===== src/rtl/teeter_pkg.sv =====
// Shared ADXL362 command/register constants and sequencer state type for accel_sampler.
// Optional macro ACCEL_AVG_EN adds the 4-sample mean helper.
package teeter_pkg;

   localparam logic [7:0] CMD_WR        = 8'h0A;
   localparam logic [7:0] CMD_RD        = 8'h0B;
   localparam logic [7:0] REG_XDATA     = 8'h08;
   localparam logic [7:0] REG_POWER_CTL = 8'h2D;
   localparam logic [7:0] PWR_MEASURE   = 8'h02;

   typedef enum logic [2:0] {
      INIT,
      GAP,
      WAIT_TICK,
      READ,
      UPDATE
   } state_e;

   // Byte to shift out at position idx of a transaction; read data slots send zero.
   function automatic logic [7:0] seq_byte(input logic rd, input logic [1:0] idx);
      if (rd) begin
         if (idx == 2'd0) return CMD_RD;
         if (idx == 2'd1) return REG_XDATA;
         return 8'h00;
      end
      if (idx == 2'd0) return CMD_WR;
      if (idx == 2'd1) return REG_POWER_CTL;
      return PWR_MEASURE;
   endfunction

`ifdef ACCEL_AVG_EN
   function automatic logic [7:0] mean4(input logic [7:0] a, input logic [7:0] b,
                                        input logic [7:0] c, input logic [7:0] d);
      logic signed [9:0] sum;
      logic signed [9:0] avg;
      sum = {{2{a[7]}}, a} + {{2{b[7]}}, b} + {{2{c[7]}}, c} + {{2{d[7]}}, d};
      avg = sum >>> 2;
      return avg[7:0];
   endfunction
`endif

endpackage


===== src/rtl/spi_byte_xfer.sv =====
// One mode-0 SPI byte, full duplex, start/busy/done handshake; owns sclk and mosi.
// The first low phase is one cycle short so sclk rises CLK_DIV cycles after the start request.
module spi_byte_xfer #(
   parameter int CLK_DIV = 50
) (
   input  logic       clk_sys,
   input  logic       rst,
   input  logic       start,
   input  logic [7:0] tx_byte,
   input  logic       miso,
   output logic       busy,
   output logic       done,
   output logic [7:0] rx_byte,
   output logic       sclk,
   output logic       mosi
);

   localparam int DW = $clog2(CLK_DIV + 1);

   logic          busy_q, busy_d;
   logic          done_q, done_d;
   logic          sclk_q, sclk_d;
   logic          mosi_q, mosi_d;
   logic [7:0]    shift_q, shift_d;
   logic [DW-1:0] div_q, div_d;
   logic [2:0]    bit_q, bit_d;

   always_comb begin
      busy_d  = busy_q;
      done_d  = 1'b0;
      sclk_d  = sclk_q;
      mosi_d  = mosi_q;
      shift_d = shift_q;
      div_d   = div_q;
      bit_d   = bit_q;
      if (!busy_q) begin
         if (start) begin
            busy_d  = 1'b1;
            shift_d = tx_byte;
            mosi_d  = tx_byte[7];
            sclk_d  = 1'b0;
            bit_d   = 3'd7;
            div_d   = DW'(CLK_DIV - 2);
         end
      end else if (div_q != '0) begin
         div_d = div_q - 1'b1;
      end else begin
         div_d = DW'(CLK_DIV - 1);
         if (!sclk_q) begin
            sclk_d  = 1'b1;
            shift_d = {shift_q[6:0], miso};
         end else begin
            sclk_d = 1'b0;
            if (bit_q == 3'd0) begin
               busy_d = 1'b0;
               done_d = 1'b1;
            end else begin
               bit_d  = bit_q - 1'b1;
               mosi_d = shift_q[7];
            end
         end
      end
   end

   always_ff @(posedge clk_sys) begin
      if (rst) begin
         busy_q  <= 1'b0;
         done_q  <= 1'b0;
         sclk_q  <= 1'b0;
         mosi_q  <= 1'b0;
         shift_q <= '0;
         div_q   <= '0;
         bit_q   <= '0;
      end else begin
         busy_q  <= busy_d;
         done_q  <= done_d;
         sclk_q  <= sclk_d;
         mosi_q  <= mosi_d;
         shift_q <= shift_d;
         div_q   <= div_d;
         bit_q   <= bit_d;
      end
   end

   assign busy    = busy_q;
   assign done    = done_q;
   assign rx_byte = shift_q;
   assign sclk    = sclk_q;
   assign mosi    = mosi_q;

endmodule


===== src/rtl/accel_sampler.sv =====
// ADXL362 tilt sampler: powers the part up once, then reads X/Y every SAMPLE_PERIOD cycles.
// Macro ACCEL_AVG_EN replaces raw outputs with the mean of the last four samples.
//
// state     | meaning
// INIT      | POWER_CTL=measure write (3 bytes, one cs_n window)
// GAP       | wait for cs_n tail, then hold cs_n high CS_GAP cycles
// WAIT_TICK | idle until the sample tick
// READ      | 0x0B 0x08 then XDATA, YDATA clocked in
// UPDATE    | one cycle: load outputs, pulse o_valid
module accel_sampler
   import teeter_pkg::*;
#(
   parameter int CLK_DIV       = 50,
   parameter int SAMPLE_PERIOD = 1666666,
   parameter int CS_GAP        = 200
) (
   input  logic       CLK,
   input  logic       rst,
   input  logic       miso,
   output logic       sclk,
   output logic       mosi,
   output logic       cs_n,
   output logic [7:0] accel_x,
   output logic [7:0] accel_y,
   output logic       o_valid
);

   localparam int TW = $clog2(SAMPLE_PERIOD);
   localparam int GW = $clog2(CS_GAP + 1);
   localparam int HW = $clog2(CLK_DIV + 1);

   state_e        state_q, state_d;
   logic          cs_n_q, cs_n_d;
   logic          start_q, start_d;
   logic [7:0]    tx_q, tx_d;
   logic [1:0]    idx_q, idx_d;
   logic          tail_q, tail_d;
   logic [HW-1:0] tail_cnt_q, tail_cnt_d;
   logic [GW-1:0] gap_cnt_q, gap_cnt_d;
   logic [TW-1:0] tick_cnt_q, tick_cnt_d;
   logic [7:0]    raw_x_q, raw_x_d;
   logic [7:0]    accel_x_q, accel_x_d;
   logic [7:0]    accel_y_q, accel_y_d;
   logic          valid_q, valid_d;
   logic          tick;

`ifdef ACCEL_AVG_EN
   logic [7:0] hx_q [3];
   logic [7:0] hx_d [3];
   logic [7:0] hy_q [3];
   logic [7:0] hy_d [3];
`endif

   logic       xfer_busy;
   logic       xfer_done;
   logic [7:0] xfer_rx;

   spi_byte_xfer #(.CLK_DIV(CLK_DIV)) u_xfer (
      .clk_sys (CLK),
      .rst     (rst),
      .start   (start_q),
      .tx_byte (tx_q),
      .miso    (miso),
      .busy    (xfer_busy),
      .done    (xfer_done),
      .rx_byte (xfer_rx),
      .sclk    (sclk),
      .mosi    (mosi)
   );

   always_comb begin
      state_d    = state_q;
      cs_n_d     = cs_n_q;
      start_d    = 1'b0;
      tx_d       = tx_q;
      idx_d      = idx_q;
      tail_d     = tail_q;
      tail_cnt_d = tail_cnt_q;
      gap_cnt_d  = gap_cnt_q;
      raw_x_d    = raw_x_q;
      accel_x_d  = accel_x_q;
      accel_y_d  = accel_y_q;
      valid_d    = 1'b0;
`ifdef ACCEL_AVG_EN
      hx_d = hx_q;
      hy_d = hy_q;
`endif

      tick       = (tick_cnt_q == TW'(SAMPLE_PERIOD - 1));
      tick_cnt_d = tick ? '0 : tick_cnt_q + 1'b1;

      // cs_n rises a half-period after the final sclk fall, independent of the sequencer.
      if (tail_q) begin
         if (tail_cnt_q == '0) begin
            tail_d = 1'b0;
            cs_n_d = 1'b1;
         end else begin
            tail_cnt_d = tail_cnt_q - 1'b1;
         end
      end

      case (state_q)
         INIT: begin
            if (cs_n_q) begin
               cs_n_d  = 1'b0;
               start_d = 1'b1;
               idx_d   = 2'd0;
               tx_d    = seq_byte(1'b0, 2'd0);
            end else if (xfer_done && !xfer_busy) begin
               if (idx_q == 2'd2) begin
                  state_d    = GAP;
                  idx_d      = 2'd0;
                  tail_d     = 1'b1;
                  tail_cnt_d = HW'(CLK_DIV - 2);
                  gap_cnt_d  = GW'(CS_GAP - 1);
               end else begin
                  idx_d   = idx_q + 2'd1;
                  start_d = 1'b1;
                  tx_d    = seq_byte(1'b0, idx_q + 2'd1);
               end
            end
         end
         GAP: begin
            if (cs_n_q && !tail_q) begin
               if (gap_cnt_q == '0) state_d = WAIT_TICK;
               else                 gap_cnt_d = gap_cnt_q - 1'b1;
            end
         end
         WAIT_TICK: begin
            if (tick) begin
               state_d = READ;
               cs_n_d  = 1'b0;
               start_d = 1'b1;
               idx_d   = 2'd0;
               tx_d    = seq_byte(1'b1, 2'd0);
            end
         end
         READ: begin
            if (xfer_done && !xfer_busy) begin
               if (idx_q == 2'd2) raw_x_d = xfer_rx;
               if (idx_q == 2'd3) begin
                  state_d    = UPDATE;
                  tail_d     = 1'b1;
                  tail_cnt_d = HW'(CLK_DIV - 2);
               end else begin
                  idx_d   = idx_q + 2'd1;
                  start_d = 1'b1;
                  tx_d    = seq_byte(1'b1, idx_q + 2'd1);
               end
            end
         end
         UPDATE: begin
`ifdef ACCEL_AVG_EN
            accel_x_d = mean4(raw_x_q, hx_q[0], hx_q[1], hx_q[2]);
            accel_y_d = mean4(xfer_rx, hy_q[0], hy_q[1], hy_q[2]);
            hx_d[0] = raw_x_q;
            hx_d[1] = hx_q[0];
            hx_d[2] = hx_q[1];
            hy_d[0] = xfer_rx;
            hy_d[1] = hy_q[0];
            hy_d[2] = hy_q[1];
`else
            accel_x_d = raw_x_q;
            accel_y_d = xfer_rx;
`endif
            valid_d   = 1'b1;
            idx_d     = 2'd0;
            gap_cnt_d = GW'(CS_GAP - 1);
            state_d   = GAP;
         end
         default: state_d = INIT;
      endcase
   end

   always_ff @(posedge CLK) begin
      if (rst) begin
         state_q    <= INIT;
         cs_n_q     <= 1'b1;
         start_q    <= 1'b0;
         tx_q       <= '0;
         idx_q      <= '0;
         tail_q     <= 1'b0;
         tail_cnt_q <= '0;
         gap_cnt_q  <= '0;
         tick_cnt_q <= '0;
         raw_x_q    <= '0;
         accel_x_q  <= '0;
         accel_y_q  <= '0;
         valid_q    <= 1'b0;
`ifdef ACCEL_AVG_EN
         hx_q <= '{default: '0};
         hy_q <= '{default: '0};
`endif
      end else begin
         state_q    <= state_d;
         cs_n_q     <= cs_n_d;
         start_q    <= start_d;
         tx_q       <= tx_d;
         idx_q      <= idx_d;
         tail_q     <= tail_d;
         tail_cnt_q <= tail_cnt_d;
         gap_cnt_q  <= gap_cnt_d;
         tick_cnt_q <= tick_cnt_d;
         raw_x_q    <= raw_x_d;
         accel_x_q  <= accel_x_d;
         accel_y_q  <= accel_y_d;
         valid_q    <= valid_d;
`ifdef ACCEL_AVG_EN
         hx_q <= hx_d;
         hy_q <= hy_d;
`endif
      end
   end

   assign cs_n    = cs_n_q;
   assign accel_x = accel_x_q;
   assign accel_y = accel_y_q;
   assign o_valid = valid_q;

endmodule

===== config.mk =====
export PLATFORM = sky130hd
export DESIGN_NAME = accel_sampler
export DESIGN_NICKNAME = d
export VERILOG_FILES = /design/src/rtl/teeter_pkg.sv /design/src/rtl/spi_byte_xfer.sv /design/src/rtl/accel_sampler.sv
export SDC_FILE = /design/constraint.sdc
export NUM_CORES = 1
export LEC_CHECK = 0
export ABC_CLOCK_PERIOD_IN_PS = 1800
export CORE_MARGIN = 3
export CORE_UTILIZATION = 50
export CTS_BUF_LIST = sky130_fd_sc_hd__clkbuf_4
export DETAILED_ROUTE_END_ITERATION = 10
export GPL_ROUTABILITY_DRIVEN = 0
export PLACE_DENSITY_LB_ADDON = 0.1
export SYNTH_ARGS = -nofsm -noshare
export SYNTH_HDL_FRONTEND = slang
export SYNTH_HIERARCHICAL = 1
export SYNTH_SLANG_ARGS = --single-unit

===== constraint.sdc =====
create_clock -name CLK -period 1.8 [get_ports CLK]
set_input_delay 0.27 -clock CLK [delete_from_list [all_inputs] [get_ports CLK]]
set_output_delay 0.27 -clock CLK [all_outputs]
set_load 0.02 [all_outputs]

==> metrics, run 1 <==
vias in the first global route 3436; Clock Latency Late Sink 0.45 ns; Leakage Power just under 0.002 uW; Die ar. 9920 um^2; run status finished clean; largest net degree at the start of global routing 41; startpoint class of the critical path flip-flop; CTS H-Tree Depth 3; Slew HR 67.1%; Sequential Power Share a little under three fifths; Async SR Flop Fraction 0%; WL final about 9 mm; Syn-to-layout area delta 19.6%; Avg Synthesized Cell Area 8.78 um^2; CP required 2.19 ns; worst min path class in -> reg; hold slack 0.222 ns; # hold bufs at CTS 0; die width between 90 and 100 um; clk root buf clkbuf_4; drt wl/cell between 10 and 15 um; count of final setup violators 0; Tot Pwr roughly 4000 uW; share of cells above drive strength 1 16.6%; CTS tree yes; Psw 1130 uW; EDFF count, synth 0; RSZ-0062 raised after global routing true; Core Region 8380 um^2; post-DR vias/cell 5.48; die height 99.6 um; Max-Cap Viols 0; Power Density 755 nW/um^2; fin cells 666; Initial Utilization 52.3%; post-layout util 62.5%; Setup Skew 0.0265 ns; vias post-DR 3653; detailed placer's ending HPWL 6.44 mm; mapped cell area 4380 um^2; fill cell count 750; num ports 23; CTS sink count 93; overflow left after global routing 0; sequential-to-total area share from yosys stat 42.5%; post-route ant nets 0; Yosys reg bits 93; placed cell count about 650; Fin. Hold Viols 0; sw frac 28.5%; measured slew at the worst slew-check pin about 0.5 ns; crit path DAT between 2 and 2.5 ns; drt first pass iters 4; Antenna diodes 0; top_reg_cell synth dfxtp_1; initial antenna violation count 0; DRC 0; Synth cell types 64; final worst path period need around 1.7 ns; clk buf depth 2; GRT Overall Usage between 10% and 20%; number of core rows 33; Int Power 2830 uW; Final #Nets 574; Max IR drop VDD 0.421 mV; post-route clock period utilization 95.0%; Crit Path Max Fanout 2; final setup TNS 0 ns; first-pass GRT wire length 15.7 mm; fmax 0.585 GHz; Register-to-Register Setup Slack 0.09 ns; Inserted Clock Buffers 9; Clock transition at path regs 0.15 ns; Slew Viols, Final 0; critical path capture point type flip-flop; port buffer count 22; Crit Path Category reg -> reg; Synth Instances roughly 500; clock power share a little under a third; Yosys warnings 6; Comb power frac 12.6%; Initial DRC Count 115
-- path summary, 6_finish.rpt --
kind	from	cells after the start	to
max reg2reg	gap_cnt_q[0]$_SDFFE_PP0P_	4	gap_cnt_q[5]$_SDFFE_PP0P_
min	rst	2	tail_cnt_q[5]$_SDFF_PP0_
min reg2reg	raw_x_q[2]$_SDFFE_PP0P_	2	accel_x[2]$_SDFFE_PP0P_
max	gap_cnt_q[0]$_SDFFE_PP0P_	4	gap_cnt_q[5]$_SDFFE_PP0P_
-- per-layer routing --
layer,wire (um),global-route usage (%),up-vias
met5,0,0,-
met4,136,7.35,0
met3,244,3.16,11
met2,4230,31.0,37
met1,4630,25.6,1731
li1,-,-,1874
-- worst max-delay path, stage by stage (launching register included) --
cell     delay (ns)
dfxtp_1        0.34
or3_1          0.39
or3_1          0.35
or4b_1         0.51
nand2_1        0.08
-- synth_stat cells (all sizes together) (3+ instances only) --
library cell  count  area, um^2
or3               5        31.3
nand4             6        37.5
o21ai             9        45.0
and4b             3        30.0
nor2b             8        50.1
xnor2             7        61.3
inv              17        63.8
and3             10        62.6
a311oi           11        96.3
nor2             64         243
a21o              3        22.5
a31oi             4        25.0
a21oi            35         175
nand2b            8        50.1
o21bai            3        22.5
o211ai            3        22.5
dfxtp            93        1860
nand2            56         210
nor3             10        60.1
buf               8        53.8
a211oi           13         120
nor4              3        18.8
xor2             16         140
clkbuf           14        52.6
and2              3        18.8
mux2i            18         180
ha               15         188
nor4bb            3        30.0
nor4b             4        35.0
o31ai             5        51.3
nand3            14        70.1
-- kinds of logic after synthesis --
family,count (synthesis),share of synthesized area [%]
flops,93,42.5
compound gates,97,15.5
xor+xnor,23,4.60
other cells,1,0.0856
mux,18,4.11
buf+inv,39,3.88
simple gates,213,25.0
fa+ha+maj,15,4.28
-- placed cells by master, fill, tap and decap left out, drive strengths merged, types with 3 or more instances in the layout --
cell           synthesis  layout
a211oi                13      13
a21o                   3       3
a21oi                 35      35
a311oi                11      11
a31oi                  4       4
and2                   3       3
and3                  10      10
and4b                  3       3
buf                    8      44
clkbuf                14       9
clkdlybuf4s50          0      19
conb                   1       4
dfxtp                 93      93
ha                    15      15
inv                   17      20
mux2i                 18      18
nand2                 56      56
nand2b                 8       8
nand3                 14      14
nand4                  6       6
nor2                  64      64
nor2b                  8       8
nor3                  10      10
nor4                   3       3
nor4b                  4       4
nor4bb                 3       3
o211ai                 3       3
o21ai                  9       9
o21bai                 3       3
o31ai                  5       5
or3                    5       5
xnor2                  7       7
xor2                  16      16
-- layout make-up --
type	instances	area (um^2)	share of cell area, %
multi-input cells	370	2450	46.8
flip-flops and latches	93	1870	35.7
repair buffers	65	564	10.8
well taps	105	131	2.51
clock inverters	7	91.3	1.74
clock buffers	9	67.6	1.29
inverters	17	63.8	1.22
-- flip-flops by register name (all words and copies together) (netlist names), 6 cells and up --
signal	cells
raw_x_q	8
u_xfer/rx_byte	8
u_xfer/div_q	6
accel_y	8
accel_x	8
tail_cnt_q	6
gap_cnt_q	8
tick_cnt_q	21
-- power by group through the flow --
stage	clock network, uW	registers (uW)	logic, uW
5_1_grt	1340	2240	557
6_report	1230	2230	497
3_5_place_dp	0	2260	481
4_1_cts	1280	2220	488
2_1_floorplan	0	2250	334
3_3_place_gp	0	2260	467
-- stage by stage --
stage	setup slack, ns	cell area (um^2)
after floorplan	0.0715	4390
after global placement	-0.0246	4950
after detailed placement	-0.0942	4950
after CTS	-0.0328	5140
after global routing	-0.0271	5240
final	0.0902	5240
-- repair_timing --
action	4_1_cts	5_1_grt
pin swaps	3	8
endpoints found under the setup margin	8	31
resized for setup	7	23
buffers inserted	2	2
(Power assumes the default switching activity.)
==> run 2: changes to the inputs <==
- CORE_MARGIN: 3 -> 2
- GPL_TIMING_DRIVEN: unset -> 0
==> metrics, run 2 (synthesis gave the netlist of run 1 again) <==
Tot Pwr 3870 uW (-2.1%); Initial Utilization 51.0% (-1.3 points); clk buf depth 2 (unchanged); Power Density 749 nW/um^2 (-0.77%); Fin. Hold Viols 0 (unchanged); Multi-input gate area 2500 um^2 (+1.9%); die width 97.6 um (-2.0%); Setup Skew 0.0235 ns (-0.00305 ns); Die ar. 9530 um^2 (-4.0%); Clock Latency Late Sink 0.45 ns (about the same); CP max stage delay 0.42 ns (-0.09 ns); critical path capture point type flip-flop; Antenna diodes 0 (unchanged); Worst Path Buf+Inv 1 (+1); GRT Overall Usage 20.2% (+1.0 points); drt first pass iters 5 (+1); startpoint class of the critical path flip-flop; commonest cells after routing, fill and taps aside dfxtp_1 (85), nor2_1 (60), nand2_1 (56); die height 97.6 um (-2.0%); Syn-to-layout area delta 18.0%; share of cells above drive strength 1 14.5% (-2.1 points); Core Region 8590 um^2 (+2.5%); num ports 23 (unchanged); detailed placer's ending HPWL 6.39 mm (-0.70%); WL final 9.26 mm (+0.24%); Worst Setup Slack post-DPL -0.298 ns (-0.203 ns); final worst path period need 1.76 ns (+0.0517 ns); vias in the first global route 3490 (+1.6%); CP required 2.15 ns (-0.04 ns); Final #Nets 564 (-1.7%); first-pass GRT wire length 16.0 mm (+2.4%); port buffer count 22 (unchanged); post-layout util 60.2% (-2.4 points); Max IR drop VDD 0.397 mV (-5.6%); post-DR vias/cell 5.43 (-1.0%); Inserted Clock Buffers 9 (unchanged); delay-heaviest family, CP simple AND/OR/NAND/NOR gates; RSZ-0062 raised after global routing true; run status finished clean; post-route ant nets 0 (unchanged); CTS H-Tree Depth 3 (unchanged); measured slew at the worst slew-check pin 0.671 ns (+0.184 ns); DRC 0 (unchanged); final setup TNS 0 ns (unchanged); drt wl/cell 14.1 um (+1.3%); Initial DRC Count 131 (+14%); post-route clock period utilization 97.9% (+2.9 points); number of core rows 34 (+3.0%); worst min path class reg -> reg; vias post-DR 3577 (-2.1%); CTS tree yes; clk root buf clkbuf_4; Biggest register tick_cnt_q; initial antenna violation count 0 (unchanged); Crit Path Category reg -> reg; fill cell count 775 (+3.3%); fmax 0.568 GHz (-2.9%); crit path DAT 2.11 ns (about the same); largest net degree at the start of global routing 19 (-54%); CP cell instances nor4bb_4 -> nand4_1 -> buf_6 -> a211oi_4 -> mux2i_1 -> nor2_1; CTS sink count 93 (unchanged); Leakage Power 0.00187 uW (-5.7%); Sequential Area 1880 um^2 (+0.60%); Crit Path Max Fanout 5 (+3); most common cell after layout, fill and taps aside dfxtp_1; setup ws final 0.0385 ns (-0.0517 ns); max reg flops 21 (unchanged); Slew Viols, Final 0 (unchanged); Slowest-stage cell, CP dfxtp_1; Max-Cap Viols 0 (unchanged); Slew HR 55.3% (-12 points); count of final setup violators 0 (unchanged); overflow left after global routing 0 (unchanged); Clock transition at path regs 0.16 ns (about the same)
## run 2: cell count changes in the layout (fill, tap and decap cells not counted), moves of 3 or more
cell	before	now
buf_4	40	9
clkbuf_1	0	10
clkbuf_4	9	13
dfxtp_4	0	4
buf_6	1	4
dfxtp_2	7	4
## run 2: cell type report
cell class / instances / share of cell area, %
clock buffer: 9 / 1.31
buffer: 21 / 2.32
multi-input combinational: 370 / 48.3
tap: 108 / 2.61
clock inverter: 7 / 1.28
timing repair buffer: 34 / 6.53
inverter: 17 / 1.23
sequential: 93 / 36.4
## run 2: worst reg2reg max path, stage by stage (launching register included)
cell and delay [ns]:
dfxtp_1 0.42, nor4bb_4 0.31, nand4_1 0.14, buf_6 0.16, a211oi_4 0.35, mux2i_1 0.22
nor2_1 0.06
## run 2: worst paths after layout
kind	end	startpoint	depth (start not counted)	slack, ns
max	tx_q[2]$_SDFFE_PP0P_	tick_cnt_q[15]$_SDFF_PP0_	6	0.04
min	accel_x[7]$_SDFFE_PP0P_	raw_x_q[7]$_SDFFE_PP0P_	2	0.46
max reg2reg	tx_q[2]$_SDFFE_PP0P_	tick_cnt_q[15]$_SDFF_PP0_	6	0.04
min reg2reg	accel_x[7]$_SDFFE_PP0P_	raw_x_q[7]$_SDFFE_PP0P_	2	0.46
## run 2: report_power, final
group / internal (uW) / switching, uW / leakage (uW)
registers: 2140 / 86.9 / 0.000759
logic: 246 / 278 / 0.00104
clock network: 320 / 801 / 0.0000685
## run 2: metrics by stage
step | hold slack (ns) | std cells | instance area, um^2
after detailed placement | 0.444 | 632 | 4750
after global placement | 0.441 | 632 | 4750
after CTS | 0.461 | 659 | 5030
final | 0.458 | 659 | 5170
after global routing | 0.474 | 659 | 5170
after floorplan | 0.431 | 502 | 4390
## run 2: what timing repair did
action,CTS,global route
pin swaps,5,15
endpoints found under the setup margin,47,68
hold buffers,0,0
gates cloned,0,0
setup buffers,11,1
resized for setup,18,37
## run 2: metal layers
metal  up-vias  part of all wire, %  global-route usage (%)
met4         0                  1.1                    6.41
met5         -                    0                       0
met2        49                   45                    32.6
met3         9                  2.9                    2.88
met1      1652                   51                    28.0
li1       1867                    -                       -
